`src/rtl/ex_stage_pkg.sv`:
```
// Shared types and opcode/result-class encodings for the execute stage.
// Encodings mirror the decode stage's opcode table so both ends agree on aluop/alusel.
package ex_stage_pkg;

  localparam int REG_W      = 32;
  localparam int REG_ADDR_W = 5;

  typedef enum logic [2:0] {
    RES_NOP   = 3'b000,
    RES_LOGIC = 3'b001,
    RES_SHIFT = 3'b010,
    RES_MOVE  = 3'b011
  } alu_res_t;

  localparam logic [7:0] OP_NOP  = 8'b0000_0000;
  localparam logic [7:0] OP_AND  = 8'b0010_0100;
  localparam logic [7:0] OP_OR   = 8'b0010_0101;
  localparam logic [7:0] OP_XOR  = 8'b0010_0110;
  localparam logic [7:0] OP_NOR  = 8'b0010_0111;
  localparam logic [7:0] OP_SLL  = 8'b0111_1100;
  localparam logic [7:0] OP_SRL  = 8'b0000_0010;
  localparam logic [7:0] OP_SRA  = 8'b0000_0011;
  localparam logic [7:0] OP_MOVZ = 8'b0000_1010;
  localparam logic [7:0] OP_MOVN = 8'b0000_1011;
  localparam logic [7:0] OP_MFHI = 8'b0001_0000;
  localparam logic [7:0] OP_MTHI = 8'b0001_0001;
  localparam logic [7:0] OP_MFLO = 8'b0001_0010;
  localparam logic [7:0] OP_MTLO = 8'b0001_0011;

  typedef struct packed {
    logic                  wreg;
    logic [REG_ADDR_W-1:0] wd;
    logic [REG_W-1:0]      wdata;
  } ex_mem_t;

endpackage

```
`src/rtl/ex_stage_if.sv`:
```
// Decode-to-execute instruction bundle; decode drives it, execute consumes it.
interface ex_stage_if #(
  parameter int DATA_W = 32,
  parameter int ADDR_W = 5
);
  logic [7:0]        aluop;
  logic [2:0]        alusel;
  logic [DATA_W-1:0] reg1;
  logic [DATA_W-1:0] reg2;
  logic [ADDR_W-1:0] wd;
  logic              wreg;

  modport master (output aluop, alusel, reg1, reg2, wd, wreg);
  modport slave  (input  aluop, alusel, reg1, reg2, wd, wreg);
endinterface

```
`src/rtl/ex_stage_hilo_reg.sv`:
```
// Architectural HI/LO register pair; write enables arrive already qualified by the pipeline.
module hilo_reg #(
  parameter int DATA_W = 32
) (
  input  logic              clk,
  input  logic              rst,
  input  logic              we_hi,
  input  logic              we_lo,
  input  logic [DATA_W-1:0] wdata,
  output logic [DATA_W-1:0] hi_o,
  output logic [DATA_W-1:0] lo_o
);

  always_ff @(posedge clk) begin
    if (rst) begin
      hi_o <= '0;
      lo_o <= '0;
    end else begin
      if (we_hi) hi_o <= wdata;
      if (we_lo) lo_o <= wdata;
    end
  end

endmodule

```
`src/rtl/ex_stage.sv`:
```
// Execute stage: logic/shift/move result, combinational forwarding to decode,
// EX/MEM pipeline register and ownership of HI/LO.
module ex_stage
  import ex_stage_pkg::*;
#(
  parameter int DATA_W = REG_W,
  parameter int ADDR_W = REG_ADDR_W
) (
  input  logic              clk,
  input  logic              rst,
  ex_stage_if.slave         dif,
  input  logic              stall_i,
  input  logic              flush_i,
  output logic              ex_wreg_o,
  output logic [ADDR_W-1:0] ex_wd_o,
  output logic [DATA_W-1:0] ex_wdata_o,
  output logic              mem_wreg_o,
  output logic [ADDR_W-1:0] mem_wd_o,
  output logic [DATA_W-1:0] mem_wdata_o,
  output logic [DATA_W-1:0] hi_o,
  output logic [DATA_W-1:0] lo_o
);

  logic [DATA_W-1:0] result_p0;
  logic              vld_p0;
  ex_mem_t           ex_mem_p1;
  logic              hilo_we;

  // Only reg1[4:0] sets the amount; SRA replicates reg2's sign bit.
  function automatic logic [DATA_W-1:0] shift_op(input logic [7:0]        op,
                                                 input logic [DATA_W-1:0] val,
                                                 input logic [4:0]        shamt);
    logic signed [DATA_W-1:0] sval;
    sval = signed'(val);
    case (op)
      OP_SLL:  shift_op = val << shamt;
      OP_SRL:  shift_op = val >> shamt;
      OP_SRA:  shift_op = sval >>> shamt;
      default: shift_op = '0;
    endcase
  endfunction

  // ---- p0: combinational result and forwarding ----
  always_comb begin
    result_p0 = '0;
    case (dif.alusel)
      RES_LOGIC: begin
        case (dif.aluop)
          OP_OR:   result_p0 = dif.reg1 | dif.reg2;
          OP_AND:  result_p0 = dif.reg1 & dif.reg2;
          OP_XOR:  result_p0 = dif.reg1 ^ dif.reg2;
          OP_NOR:  result_p0 = ~(dif.reg1 | dif.reg2);
          default: result_p0 = '0;
        endcase
      end
      RES_SHIFT: result_p0 = shift_op(dif.aluop, dif.reg2, dif.reg1[4:0]);
      RES_MOVE: begin
        case (dif.aluop)
          OP_MFHI:         result_p0 = hi_o;
          OP_MFLO:         result_p0 = lo_o;
          OP_MOVN, OP_MOVZ: result_p0 = dif.reg1;
          default:         result_p0 = '0;
        endcase
      end
      default: result_p0 = '0;
    endcase
  end

  // Writes to $0 are dropped here so decode never forwards a stale zero register.
  assign vld_p0     = !rst && dif.wreg && (dif.wd != '0) && !flush_i;
  assign ex_wreg_o  = vld_p0;
  assign ex_wd_o    = rst ? '0 : dif.wd;
  assign ex_wdata_o = rst ? '0 : result_p0;

  // ---- p1: EX/MEM register (rst > flush > stall > load) ----
  always_ff @(posedge clk) begin
    if (rst) begin
      ex_mem_p1 <= '0;
    end else if (flush_i) begin
      ex_mem_p1 <= '0;
    end else if (!stall_i) begin
      ex_mem_p1 <= '{wreg: vld_p0, wd: ex_wd_o, wdata: ex_wdata_o};
    end
  end

  assign mem_wreg_o  = ex_mem_p1.wreg;
  assign mem_wd_o    = ex_mem_p1.wd;
  assign mem_wdata_o = ex_mem_p1.wdata;

  // HI/LO commit on exactly the edges where EX/MEM loads.
  assign hilo_we = !rst && !flush_i && !stall_i;

  hilo_reg #(.DATA_W(DATA_W)) u_hilo (
    .clk   (clk),
    .rst   (rst),
    .we_hi (hilo_we && (dif.aluop == OP_MTHI)),
    .we_lo (hilo_we && (dif.aluop == OP_MTLO)),
    .wdata (dif.reg1),
    .hi_o  (hi_o),
    .lo_o  (lo_o)
  );

endmodule

```
`src/flat_wrapper.sv`:
```
// flat-port wrapper written by rule: the top's interface ports become plain ports
module ex_stage_flat import ex_stage_pkg::*;
#(
  parameter int DATA_W = REG_W,
  parameter int ADDR_W = REG_ADDR_W
)
  (clk, rst, stall_i, flush_i, ex_wreg_o, ex_wd_o, ex_wdata_o, mem_wreg_o, mem_wd_o, mem_wdata_o, hi_o, lo_o, dif_aluop, dif_alusel, dif_reg1, dif_reg2, dif_wd, dif_wreg);
  ex_stage_if #(.DATA_W(DATA_W), .ADDR_W(ADDR_W)) dif_i ();
  input  logic clk;
  input  logic rst;
  input  logic stall_i;
  input  logic flush_i;
  output logic ex_wreg_o;
  output logic [ADDR_W-1:0] ex_wd_o;
  output logic [DATA_W-1:0] ex_wdata_o;
  output logic mem_wreg_o;
  output logic [ADDR_W-1:0] mem_wd_o;
  output logic [DATA_W-1:0] mem_wdata_o;
  output logic [DATA_W-1:0] hi_o;
  output logic [DATA_W-1:0] lo_o;
  input wire logic [$bits(dif_i.aluop)-1:0] dif_aluop;
  input wire logic [$bits(dif_i.alusel)-1:0] dif_alusel;
  input wire logic [$bits(dif_i.reg1)-1:0] dif_reg1;
  input wire logic [$bits(dif_i.reg2)-1:0] dif_reg2;
  input wire logic [$bits(dif_i.wd)-1:0] dif_wd;
  input wire logic [$bits(dif_i.wreg)-1:0] dif_wreg;
  assign dif_i.aluop = dif_aluop;
  assign dif_i.alusel = dif_alusel;
  assign dif_i.reg1 = dif_reg1;
  assign dif_i.reg2 = dif_reg2;
  assign dif_i.wd = dif_wd;
  assign dif_i.wreg = dif_wreg;
  ex_stage #(.DATA_W(DATA_W), .ADDR_W(ADDR_W)) u_core (.clk(clk), .rst(rst), .dif(dif_i), .stall_i(stall_i), .flush_i(flush_i), .ex_wreg_o(ex_wreg_o), .ex_wd_o(ex_wd_o), .ex_wdata_o(ex_wdata_o), .mem_wreg_o(mem_wreg_o), .mem_wd_o(mem_wd_o), .mem_wdata_o(mem_wdata_o), .hi_o(hi_o), .lo_o(lo_o));
endmodule
```
`config.mk`:
```
export PLATFORM = sky130hd
export DESIGN_NAME = ex_stage_flat
export DESIGN_NICKNAME = d
export VERILOG_FILES = /design/src/rtl/ex_stage_pkg.sv /design/src/rtl/ex_stage_if.sv /design/src/rtl/ex_stage_hilo_reg.sv /design/src/rtl/ex_stage.sv /design/src/flat_wrapper.sv
export SDC_FILE = /design/constraint.sdc
export NUM_CORES = 1
export LEC_CHECK = 0
export ABC_AREA = 1
export CORE_MARGIN = 3
export CORE_UTILIZATION = 48
export CTS_CLUSTER_SIZE = 25
export DETAILED_ROUTE_END_ITERATION = 10
export PLACE_DENSITY = 0.79
export SYNTH_ARGS = -nofsm -noshare
export SYNTH_HDL_FRONTEND = slang
export SYNTH_SLANG_ARGS = --single-unit
```
`constraint.sdc`:
```
create_clock -name clk -period 2.1 [get_ports clk]
set_input_delay 0.315 -clock clk [delete_from_list [all_inputs] [get_ports clk]]
set_output_delay 0.315 -clock clk [all_outputs]
set_load 0.05 [all_outputs]
```
==> out/qor.yml, run 1 <==
outcome:
  outcome: "aborted with a tool error"
  firstError: "[ERROR GRT-0232] Routing congestion too high. Check the congestion heatmap in the GUI."
  lastStage: "global routing (5_1_grt)"
yosys:
  synth_top_family_by_area: "simple AND/OR/NAND/NOR gates"
  yosys_warnings: 0
  synth_seq_cells: 102
  syn_area_um2: 10300
  syn_inst: 1817
  synth_compound_gate_area_share_pct: 15.8
  synthMuxAreaShare_pct: 0
  syn_nets: 1968
  synth_xor_area_share_pct: 0
  ys_seq_area_share_pct: 19.7
  syn_area_per_cell_um2: 5.69
  synthAdderAreaFrac_pct: 7.99
  synth.distinct_cells: 36
  synth-simple-area-share_pct: 45.7
clock_tree:
  clock_tree.root_cell: "clkbuf_16"
  clock_sinks: 102
  clockBufferDepth: 2
  numCtsBuffers: 9
  holdBufCountCts: 0
  h-tree-depth: 3
floorplan:
  io_pins: 225
  dieWidth_um: 153
  rows: 53
  die_h_um: 153
  initial_core_util_pct: 49.0
global_routing:
  gr-total-overflow: 298
  grt_use_total_pct: 87.6
  grt_max_degree: 75
placed_design:
  dp.final_hpwl_mm: 43.2
  portBuffers: 224
  gp_congestion: 1.11
  pre_cts_ws_ns: -0.919
timing:
  worst_endpoint: "ex_wdata_o[21]"
  endpoint_type: "output port"
metal layers:
metal,overflow,track usage [%]
met1,14,85.8
met2,156,99.2
met3,12,79.4
met4,113,88.8
met5,3,51.6
metrics by stage:
step	utilization, %	instances	setup TNS [ns]	area, um2
global placement	74.1	2539	-43.50	15600
floorplan	-	1817	-0.00396	10400
detailed placement	74.1	2539	-50.14	15600
CTS	86.1	2627	-10.50	18200
cells in the mapped netlist (all sizes together):
cell     instances  area share, %
nand3b           2           0.15
nor3             8           0.70
o211ai          15            1.1
a21oi          149            7.2
or2              1          0.061
inv            146            5.3
o21ai          135            6.5
nor4             2           0.27
clkbuf          56            2.0
a31oi           15           0.91
ha              66            8.0
clkinv           2          0.085
o2111ai          1          0.085
nand3          383             19
dfxtp          102             20
buf             62            3.3
nand4           10           0.60
nor2           130            5.5
nand2          532             20
logic make-up after synthesis:
group / after synthesis
simple gates: 1068
buf+inv: 266
flops: 102
fa+ha+maj: 66
compound gates: 315
repair_timing:
action / in CTS
resized for setup: 548
pin swaps: 133
setup endpoints to repair: 64
gates cloned: 11
hold endpoints to repair: 0
setup buffers: 73
==> inputs of run 2 (changes only) <==
--- a/config.mk
+++ b/config.mk
@@ -7,10 +7,9 @@
 export LEC_CHECK = 0
 export ABC_AREA = 1
 export CORE_MARGIN = 3
-export CORE_UTILIZATION = 48
-export CTS_CLUSTER_SIZE = 25
+export CORE_UTILIZATION = 34
 export DETAILED_ROUTE_END_ITERATION = 10
-export PLACE_DENSITY = 0.79
+export PLACE_DENSITY_LB_ADDON = 0.15
 export SYNTH_ARGS = -nofsm -noshare
 export SYNTH_HDL_FRONTEND = slang
 export SYNTH_SLANG_ARGS = --single-unit
==> constraint.sdc (replaced) <==
create_clock -name clk -period 2.7 [get_ports clk]
set_input_delay 0.405 -clock clk [delete_from_list [all_inputs] [get_ports clk]]
set_output_delay 0.405 -clock clk [all_outputs]
set_load 0.05 [all_outputs]
==> run 2 against run 1 <==
  * The flow now finishes, with violations (negative setup slack)
  * Synthesized cell count unchanged
  * Area after synthesis unchanged
==> out/qor.yml, run 2 <==
critical_path:
  critPathLaunch: "dif_aluop[7]"
  crit_path_cell_trace: "buf_8 -> nor2_4 -> buf_6 -> nand2_8 -> nor2_4 -> buf_12 -> nor2_4 -> nor2_4 -> buf_12 -> nand2_4 -> nand2_2 -> o21ai_2 -> nand2_1 -> nand2_1 -> nand2_2 -> nand2_2 -> inv_2 -> buf_12"
  cp_num_cells: 18
  arrival_ns: 2.32
  slowest_delay_ns: 0.22
  r2r_start: "u_core.u_hilo.hi_o[10]"
  cp-end-kind: "primary output"
  path_common_cell: "nor2_4"
  r2r_slack_ns: 0.77
  ff2ff_path_depth: 13
  crit_path_max_fanout: 5
  cp.required_ns: 2.30
  crit_end: "ex_wdata_o[15]"
  cp_slowest_cell: "nor2_4"
  start_kind: "input port"
  path_buf_inv: 6
  rr_endpoint: "u_core.mem_wdata_o[10]"
  path_delay_family: "simple AND/OR/NAND/NOR gates"
  worstSetupPathType: "input port to primary output"
yosys:
  yosys_warnings: 0  # unchanged
  synth_edf_count: 0  # unchanged
  postSynth.asyncResetShare_pct: 0  # unchanged
  yosysTopAreaCell: "dfxtp_1"  # unchanged
  synth_seq_cells: 102  # unchanged
  yosys.cell_count.top_type: "nand2_1"  # unchanged
  synth-main-ff-cell: "dfxtp_1"  # unchanged
  synth_top_area_share_pct: 19.7  # unchanged
  synthTopCellsByArea: "dfxtp_1 20%, nand2_1 19%, nand3_1 18%, ha_1 8.0%, a21oi_1 7.2%"  # unchanged
  syn_area_um2: 10300  # unchanged
  syn_area_per_cell_um2: 5.69  # unchanged
  syn_nets: 1968  # unchanged
  syn_inst: 1817  # unchanged
  synth.distinct_cells: 36  # unchanged
  ys_seq_area_share_pct: 19.7  # unchanged
  synth_commonest_cells: "521 x nand2_1, 381 x nand3_1, 149 x a21oi_1, 138 x inv_1, 126 x o21ai_0"  # unchanged
placed_design:
  pre_cts_ws_ns: -0.604  # was -0.919 ns
  gp_congestion: 1.03  # was 1.11
  portBuffers: 224  # unchanged
  dp.final_hpwl_mm: 44.7  # was 43.2 mm
  placed_area_um2: 15500  # was 15600 um2
timing:
  finalHoldViolCount: 0
  fin_setup_tns_ns: -0.0453
  worst_slack_ns: -0.0280
  fin_crit_ns: 2.73
  max_freq_mhz: 367
  grt_setup_unrepaired: "yes"
  clock-skew-final_ns: 0.0132
  worstMarginPinSlew_ns: 0.643
  slew_violations: 0
  period_share_pct: 101
  setup_viol: 3
  relSlewSlack_pct: 57.1
cells_and_area:
  multi_input_area_um2: 8590
  final_util_pct: 60.3
  seqCellArea_um2: 2040
  area_delta_synth_final_pct: 73.8
  layout_commonest_cell: "nand2_1"
  nNetsFinal: 2442
  drive_gt1_share_pct: 35.1
  layout_common_cells: "391 x nand2_1, 282 x buf_4, 281 x nand3_1"
  postLayoutCellArea_um2: 18000
  nFillCells: 2835
run:
  maxCapViolCount: 0
min_path:
  hp-class: "input port to flop"
global_routing:
  grt_max_degree: 75
  grt_pass1_vias: 14100
  grt_use_total_pct: 33.9
  grt_pass1_wl_mm: 85.8
  antenna_found_initial: 2
  gr-total-overflow: 0
clock_tree:
  clk_latency_ns: 0.37
  clock_tree.root_cell: "clkbuf_16"  # unchanged
  h-tree-depth: 3  # unchanged
  numCtsBuffers: 9  # unchanged
  clock_sinks: 102  # unchanged
  clockBufferDepth: 2  # unchanged
  path_clk_slew_ns: 0.07
  cts_tree: "done"
routing:
  first_pass_iters: 5
  wirelength_mm: 57.7
  route.detailed.drc: 0
  avgRoutedWirePerCell_um: 21.5
  vias: 14700
  via_per_inst: 5.48
  detail-route-antenna-nets: 0
  drtIter0Drc: 1553
floorplan:
  dieWidth_um: 180  # was 153 um
  rows: 63  # was 53
  fp.dieArea_um2: 32500
  die_h_um: 180  # was 153 um
  initial_core_util_pct: 34.7  # was 49.0%
  io_pins: 225  # unchanged
  core_region_area_um2: 29800
power:
  cellPowerDensity_nw_per_um2: 259
  p_leak_nw: 8.55
  ir_drop_mv: 0.287
outcome:
  outcome: "complete, but fails checks"  # was aborted with a tool error
  violations: "negative setup slack"
-- run 2: area by class of cell --
class / count / share of cell area (%)
multi-input combinational: 1449 / 47.8
timing repair buffer: 581 / 33.1
sequential: 102 / 11.4
inverter: 148 / 3.24
tap: 390 / 2.71
clock buffer: 10 / 1.33
clock inverter: 6 / 0.439
antenna: 1 / 0.0139
-- run 2: worst min path at each step --
stage	start	to	slack, ns	depth (start not counted)
after floorplan	stall_i	u_core.mem_wd_o[0]	0.53	2
after global placement	u_core.mem_wd_o[1]	u_core.mem_wd_o[1]	0.51	2
after detailed placement	u_core.mem_wd_o[1]	u_core.mem_wd_o[1]	0.52	2
after CTS	u_core.mem_wd_o[1]	u_core.mem_wd_o[1]	0.54	2
after global routing	dif_reg1[6]	u_core.u_hilo.hi_o[6]	0.51	4
final	dif_reg1[6]	u_core.u_hilo.hi_o[6]	0.50	4
-- run 2: per-layer routing --
metal  routed length, um  GRT usage (%)
met1               23900           43.0
met2               26600           56.1
met3                3580           4.48
met4                3600           17.9
met5                  13              0
-- run 2: tightest hold or removal path: cells and delay by family --
kind / cells / cell delay (ns)
AOI/OAI and AO/OA: 1 / 0.06
buffers and inverters: 3 / 0.35
-- run 2: report_power, final --
| part | internal, W | switching (W) |
|---|---|---|
| registers | 0.00152 | 0.00000878 |
| logic | 0.000667 | 0.00104 |
| clock network | 0.000762 | 0.000658 |
| total | 0.00295 | 0.00170 |
-- run 2: cell families after synthesis --
logic type      Yosys count  share of synthesized area, %
flops                   102                          19.7
simple gates           1068                          45.7
fa+ha+maj                66                          7.99
compound gates          315                          15.8
buf+inv                 266                          10.8
-- run 2: what timing repair did --
| item | CTS | global route |
|---|---|---|
| endpoints found under the setup margin | 32 | 34 |
| cloned | 5 | 4 |
| resized for setup | 341 | 211 |
| hold buffers | 0 | 0 |
| buffers inserted | 35 | 18 |
| pin swaps | 64 | 78 |
-- run 2: through the flow --
stage,power (W),instances,hold slack (ns)
after floorplan,0.00226,1817,0.526
after global placement,0.00301,2614,0.511
after detailed placement,0.00301,2614,0.524
after CTS,0.00454,2666,0.543
after global routing,0.00484,2687,0.510
final,0.00465,2687,0.498
Power figures use the tool's default switching activity.
==> inputs of run 3 (changes only) <==
==> constraint.sdc (replaced) <==
create_clock -name clk -period 3.5 [get_ports clk]
set_input_delay 0.525 -clock clk [delete_from_list [all_inputs] [get_ports clk]]
set_output_delay 0.525 -clock clk [all_outputs]
set_load 0.05 [all_outputs]
==> run 3 against run 2 <==
  * Clock skew fell by 0.0044 ns
  * Clock power is 20% lower
  * Die area did not move
  * Cell count decreased by 7.7%
  * Largest cell class unchanged
  * Cell area is 18% lower
  * The run now ends clean
  * Register-to-register slack better by 1.4 ns
==> out/qor.yml, run 3 (same netlist as run 2, synthesis figures left out) <==
cells_and_area:
  final_util_pct: 49.3  # was 60.3%
  nNetsFinal: 2236  # was 2442
  layout_common_cells: "517 x nand2_1, 381 x nand3_1, 178 x clkdlybuf4s50_1"  # was 391 x nand2_1, 282 x buf_4, 281 x nand3_1
  area_delta_synth_final_pct: 42.1  # was 73.8%
  drive_gt1_share_pct: 13.2  # was 35.1%
  layout_commonest_cell: "nand2_1"  # unchanged
  antenna_cells: 0  # was 1
timing:
  clock-skew-final_ns: 0.00877  # was 0.0132 ns
  worstMarginPinSlew_ns: 0.631  # was 0.643 ns
  max_freq_mhz: 293
  relSlewSlack_pct: 57.9  # was 57.1%
  fin_crit_ns: 3.42
  period_share_pct: 97.7
  setup_viol: 0  # was 3
  slew_violations: 0  # unchanged
  finalHoldViolCount: 0  # unchanged
  worst_slack_ns: 0.0819  # was -0.0280 ns
routing:
  avgRoutedWirePerCell_um: 22.0  # was 21.5 um
  routed.top_layer: "met4"  # was met5
  route.detailed.drc: 0  # unchanged
  via_per_inst: 5.54  # was 5.48
  wirelength_mm: 54.5  # was 57.7 mm
  drtIter0Drc: 1371  # was 1553
  wl_met2_mm: 25.4  # was 26.6 mm
  detail-route-antenna-nets: 0  # unchanged
  vias: 13700  # was 14700
  first_pass_iters: 8  # was 5
  m1WireLength_mm: 23.0  # was 23.9 mm
  wl_met3_mm: 3.40  # was 3.58 mm
global_routing:
  grt_pass1_wl_mm: 81.2  # was 85.8 mm
  antenna_found_initial: 1  # was 2
  gr-total-overflow: 0  # unchanged
  grt_pass1_vias: 13100  # was 14100
  grt_use_total_pct: 32.3  # was 33.9%
  grt_max_degree: 75  # unchanged
floorplan:
  io_pins: 225  # unchanged
  die_h_um: 180  # unchanged
  initial_core_util_pct: 34.7  # unchanged
  dieWidth_um: 180  # unchanged
  fp.dieArea_um2: 32500  # unchanged
  rows: 63  # unchanged
  core_region_area_um2: 29800  # unchanged
critical_path:
  start_kind: "input port"  # unchanged
  ff2ff_path_depth: 8  # was 13
  cp_slowest_cell: "clkdlybuf4s50_1"  # was nor2_4
  crit_path_cell_trace: "clkdlybuf4s50_1 -> buf_4 -> nand3_4 -> inv_2 -> nand2_2 -> clkbuf_16 -> o21ai_1 -> inv_1 -> a31oi_1 -> nor2_1 -> nand2_1 -> nand2_1 -> inv_1 -> buf_12"  # was buf_8 -> nor2_4 -> buf_6 -> nand2_8 -> nor2_4 -> buf_12 -> nor2_4 -> nor2_4 -> buf_12 -> nand2_4 -> nand2_2 -> o21ai_2 -> nand2_1 -> nand2_1 -> nand2_2 -> nand2_2 -> inv_2 -> buf_12
  slowest_delay_ns: 0.54  # was 0.22 ns
  cp.required_ns: 2.97  # was 2.30 ns
  r2r_start: "u_core.u_hilo.lo_o[24]"  # was u_core.u_hilo.hi_o[10]
  arrival_ns: 2.89  # was 2.32 ns
  cp-end-kind: "primary output"  # unchanged
  crit_path_max_fanout: 16  # was 5
  r2r_slack_ns: 2.13  # was 0.77 ns
  worstSetupPathType: "input port to primary output"  # unchanged
  rr_endpoint: "u_core.mem_wdata_o[24]"  # was u_core.mem_wdata_o[10]
clock_tree:
  clk_latency_ns: 0.37  # about the same
  clock_tree.root_cell: "clkbuf_16"  # unchanged
  h-tree-depth: 3  # unchanged
  cts_tree: "done"  # unchanged
  path_clk_slew_ns: 0.09  # was 0.07 ns
  clockBufferDepth: 2  # unchanged
  numCtsBuffers: 9  # unchanged
  clock_sinks: 102  # unchanged
  holdBufCountCts: 0  # unchanged
placed_design:
  gp_congestion: 1.01  # was 1.03
  portBuffers: 224  # unchanged
  dp.final_hpwl_mm: 42.6  # was 44.7 mm
  pre_cts_ws_ns: -0.0459  # was -0.604 ns
min_path:
  hold_depth: 2  # was 4
  hold_end: "u_core.mem_wdata_o[28]"  # was u_core.u_hilo.hi_o[6]
  worstHoldStart: "u_core.mem_wdata_o[28]"  # was dif_reg1[6]
  hp-class: "flop to flop"  # was input port to flop
run:
  maxCapViolCount: 0  # unchanged
power:
  ir_drop_mv: 0.266  # was 0.287 mV
  cellPowerDensity_nw_per_um2: 226  # was 259 nW/um2
  p_leak_nw: 7.02  # was 8.55 nW
  power.total_w: 0.00333  # was 0.00465 W
outcome:
  outcome: "completed"  # was complete, but fails checks
[run 3: routing by layer]
layer | global-route usage, % | vias to the layer above
met2 | 54.0 | 634
li1 | - | 6564
met1 | 42.4 | 6416
met3 | 3.67 | 117
met4 | 12.9 | 0
met5 | 0 | -
[run 3: through the flow]
step                      std cells  hold slack, ns  cell area [um2]  setup TNS (ns)
after global routing           2480           0.562            14700         -0.0290
after CTS                      2465           0.542            14400               0
after detailed placement       2449           0.519            14100         -0.0459
after floorplan                1817           0.646            10300               0
after global placement         2449           0.518            14100         -0.0590
final                          2480           0.541            14700               0
[run 3: what timing repair did]
action	4_1_cts	5_1_grt
setup endpoints to repair	1	32
pin swaps	0	10
setup buffers	0	13
gates resized for setup	1	43
cloned	0	2
[run 3: worst max-delay path by stage]
stage | start | to | depth (start not counted)
after global routing | dif_aluop[5] | ex_wdata_o[8] | 16
after global placement | dif_aluop[4] | ex_wdata_o[19] | 15
after floorplan | dif_reg1[4] | ex_wdata_o[4] | 11
after detailed placement | dif_aluop[4] | ex_wdata_o[19] | 15
final | dif_aluop[5] | ex_wdata_o[13] | 14
after CTS | dif_aluop[7] | ex_wdata_o[9] | 17
[run 3: power breakdown]
group	switching, W	internal, W
Clock	0.000604	0.000524
Combinational	0.000666	0.000351
Sequential	0.00000682	0.00117
[run 3: layout make-up]
type	instances	area, um2
Clock buffer	9	225
Clock inverter	7	93.8
Fill cell	3176	15100
Inverter	148	566
Multi-Input combinational cell	1449	7280
Sequential cell	102	2040
Tap cell	390	488
Timing Repair Buffer	375	4000
[run 3: worst max-delay path, delay by kind of cell]
kind            cells  cell delay, ns
buf+inv             7            1.33
simple gates        5            0.69
compound gates      2            0.32
==> inputs of run 4 (changes only) <==
--- a/config.mk
+++ b/config.mk
@@ -9,6 +9,7 @@
 export CORE_MARGIN = 3
 export CORE_UTILIZATION = 34
 export DETAILED_ROUTE_END_ITERATION = 10
+export DONT_BUFFER_PORTS = 1
 export PLACE_DENSITY_LB_ADDON = 0.15
 export SYNTH_ARGS = -nofsm -noshare
 export SYNTH_HDL_FRONTEND = slang
==> run 4 against run 3 <==
  * Cell count decreased by 13%
  * Total power decreased by 12%
  * Largest power group unchanged
  * Combinational power decreased by 36%
  * Flip-flop and latch count unchanged
  * Worst hold slack got worse by 0.24 ns
  * Count of clock-buffer cells in the layout increased by 1
  * Die area unchanged
  * Critical endpoint is now ex_wdata_o[24]
==> out/qor.yml, run 4 (same netlist as run 2, synthesis figures left out) <==
critical_path:
  crit_path_max_fanout: 11  # was 16
  arrival_ns: 2.62  # was 2.89 ns
  cp-end-kind: "primary output"  # unchanged
  cp.required_ns: 2.97  # about the same
  r2r_slack_ns: 1.79  # was 2.13 ns
  worstSetupPathType: "input port to primary output"  # unchanged
  start_kind: "input port"  # unchanged
clock_tree:
  postCtsResizedCells: 0  # was 1
  numCtsBuffers: 9  # unchanged
  clockBufferDepth: 2  # unchanged
  clock_tree.root_cell: "clkbuf_16"  # unchanged
  clk_latency_ns: 0.36  # was 0.37 ns
  post_cts_buffers: 0  # unchanged
  cts_tree: "done"  # unchanged
  clock_sinks: 102  # unchanged
  path_clk_slew_ns: 0.08  # was 0.09 ns
  h-tree-depth: 3  # unchanged
  holdBufCountCts: 0  # unchanged
floorplan:
  io_pins: 225  # unchanged
  rows: 63  # unchanged
  dieWidth_um: 180  # unchanged
  die_h_um: 180  # unchanged
  initial_core_util_pct: 34.7  # unchanged
  fp.dieArea_um2: 32500  # unchanged
  core_region_area_um2: 29800  # unchanged
run:
  maxCapViolCount: 0  # unchanged
cells_and_area:
  layout_common_cells: "521 x nand2_1, 381 x nand3_1, 149 x a21oi_1"  # was 517 x nand2_1, 381 x nand3_1, 178 x clkdlybuf4s50_1
  layout_commonest_cell: "nand2_1"  # unchanged
  drive_gt1_share_pct: 6.76  # was 13.2%
  area_delta_synth_final_pct: 11.1  # was 42.1%
  nNetsFinal: 1920  # was 2236
power:
  p_leak_nw: 5.55  # was 7.02 nW
  cellPowerDensity_nw_per_um2: 254  # was 226 nW/um2
  power.total_w: 0.00292  # was 0.00333 W
  ir_drop_mv: 0.183  # was 0.266 mV
timing:
  worstMarginPinSlew_ns: 0.966  # was 0.631 ns
  setup_viol: 0  # unchanged
  fin_crit_ns: 3.15  # was 3.42 ns
  grt_setup_unrepaired: "no"
  fin_setup_tns_ns: 0  # unchanged
  holdWs_ns: 0.299  # was 0.541 ns
  finalHoldViolCount: 0  # unchanged
  slew_violations: 0  # unchanged
  max_freq_mhz: 318  # was 293 MHz
  period_share_pct: 89.9  # was 97.7%
  clock-skew-final_ns: 0.0104  # was 0.00877 ns
  relSlewSlack_pct: 35.4  # was 57.9%
placed_design:
  dp.final_hpwl_mm: 40.1  # was 42.6 mm
  portBuffers: 0  # was 224
  gp_congestion: 1.02  # was 1.01
outcome:
  outcome: "completed"  # unchanged
routing:
  vias: 12600  # was 13700
  first_pass_iters: 6  # was 8
  detail-route-antenna-nets: 0  # unchanged
  wirelength_mm: 50.9  # was 54.5 mm
  drtIter0Drc: 1408  # was 1371
  avgRoutedWirePerCell_um: 23.5  # was 22.0 um
  via_per_inst: 5.82  # was 5.54
  route.detailed.drc: 0  # unchanged
min_path:
  hp-class: "input port to flop"  # was flop to flop
global_routing:
  gr-total-overflow: 0  # unchanged
  grt_pass1_vias: 11700  # was 13100
  grt_pass1_wl_mm: 76.4  # was 81.2 mm
  antenna_found_initial: 3  # was 1
  grt_use_total_pct: 30.4  # was 32.3%
  grt_max_degree: 75  # unchanged
-- run 4: cell types whose count changed in the layout (fill, tap and decap cells not counted), moves of 3 or more --
cell             previous run  this run
o21ai_0                   123       126
dlymetal6s2s_1              9         0
inv_2                      16         9
a21oi_1                   142       149
nor2_1                    112       115
clkdlybuf4s50_1           178         0
buf_4                     130        22
buf_12                     53        37
o21ai_1                    12         9
inv_1                     126       135
a21oi_2                     7         0
nand2_1                   517       521
nand2_2                    12         9
-- run 4: report_power, final --
group / internal [W] / switching, W / total [W]
combinational: 0.000187 / 0.000462 / 0.000649
sequential: 0.00117 / 0.0000598 / 0.00123
clock: 0.000505 / 0.000534 / 0.00104
-- run 4: final cells by class --
type	count	area (um2)
inverters	148	559
multi-input cells	1449	7200
flip-flops and latches	102	2040
fillers	3375	18300
diodes	1	2.50
well taps	390	488
clock buffers	10	229
clock inverters	6	63.8
repair buffers	59	906
-- run 4: stage by stage --
step	cells	area (um2)	setup WS (ns)	utilization [%]
final	2165	11500	0.355	38.6
after global routing	2164	11500	0.131	38.6
after CTS	2164	11500	0.381	38.6
after detailed placement	2148	11200	0.384	37.6
after global placement	2148	11200	0.353	37.6
after floorplan	1817	10300	0.749	-
-- run 4: final timing paths --
check,from,end,depth (start not counted)
worst min register to register,u_core.mem_wdata_o[7],u_core.mem_wdata_o[7],2
worst min-delay path,stall_i,u_core.mem_wd_o[0],2
worst max-delay path,dif_aluop[4],ex_wdata_o[24],14
worst max register to register,u_core.u_hilo.lo_o[19],u_core.mem_wdata_o[19],8
-- run 4: critical path: stages --
cell and delay, ns:
nor2_1 0.18, nand2_4 0.14, nor2_4 0.39, nand2_1 0.19, inv_2 0.15, nand2_2 0.15
nand2_1 0.10, nand2_1 0.08, nor2_1 0.09, o21ai_0 0.14, nand2_1 0.09, nand2_1 0.09
inv_1 0.15, buf_12 0.14
-- run 4: routing by layer --
metal	global-route usage, %	share of wire (%)
met1	37.1	39
met2	48.7	45
met5	0	0.026
met4	16.3	6.6
met3	8.58	9.2
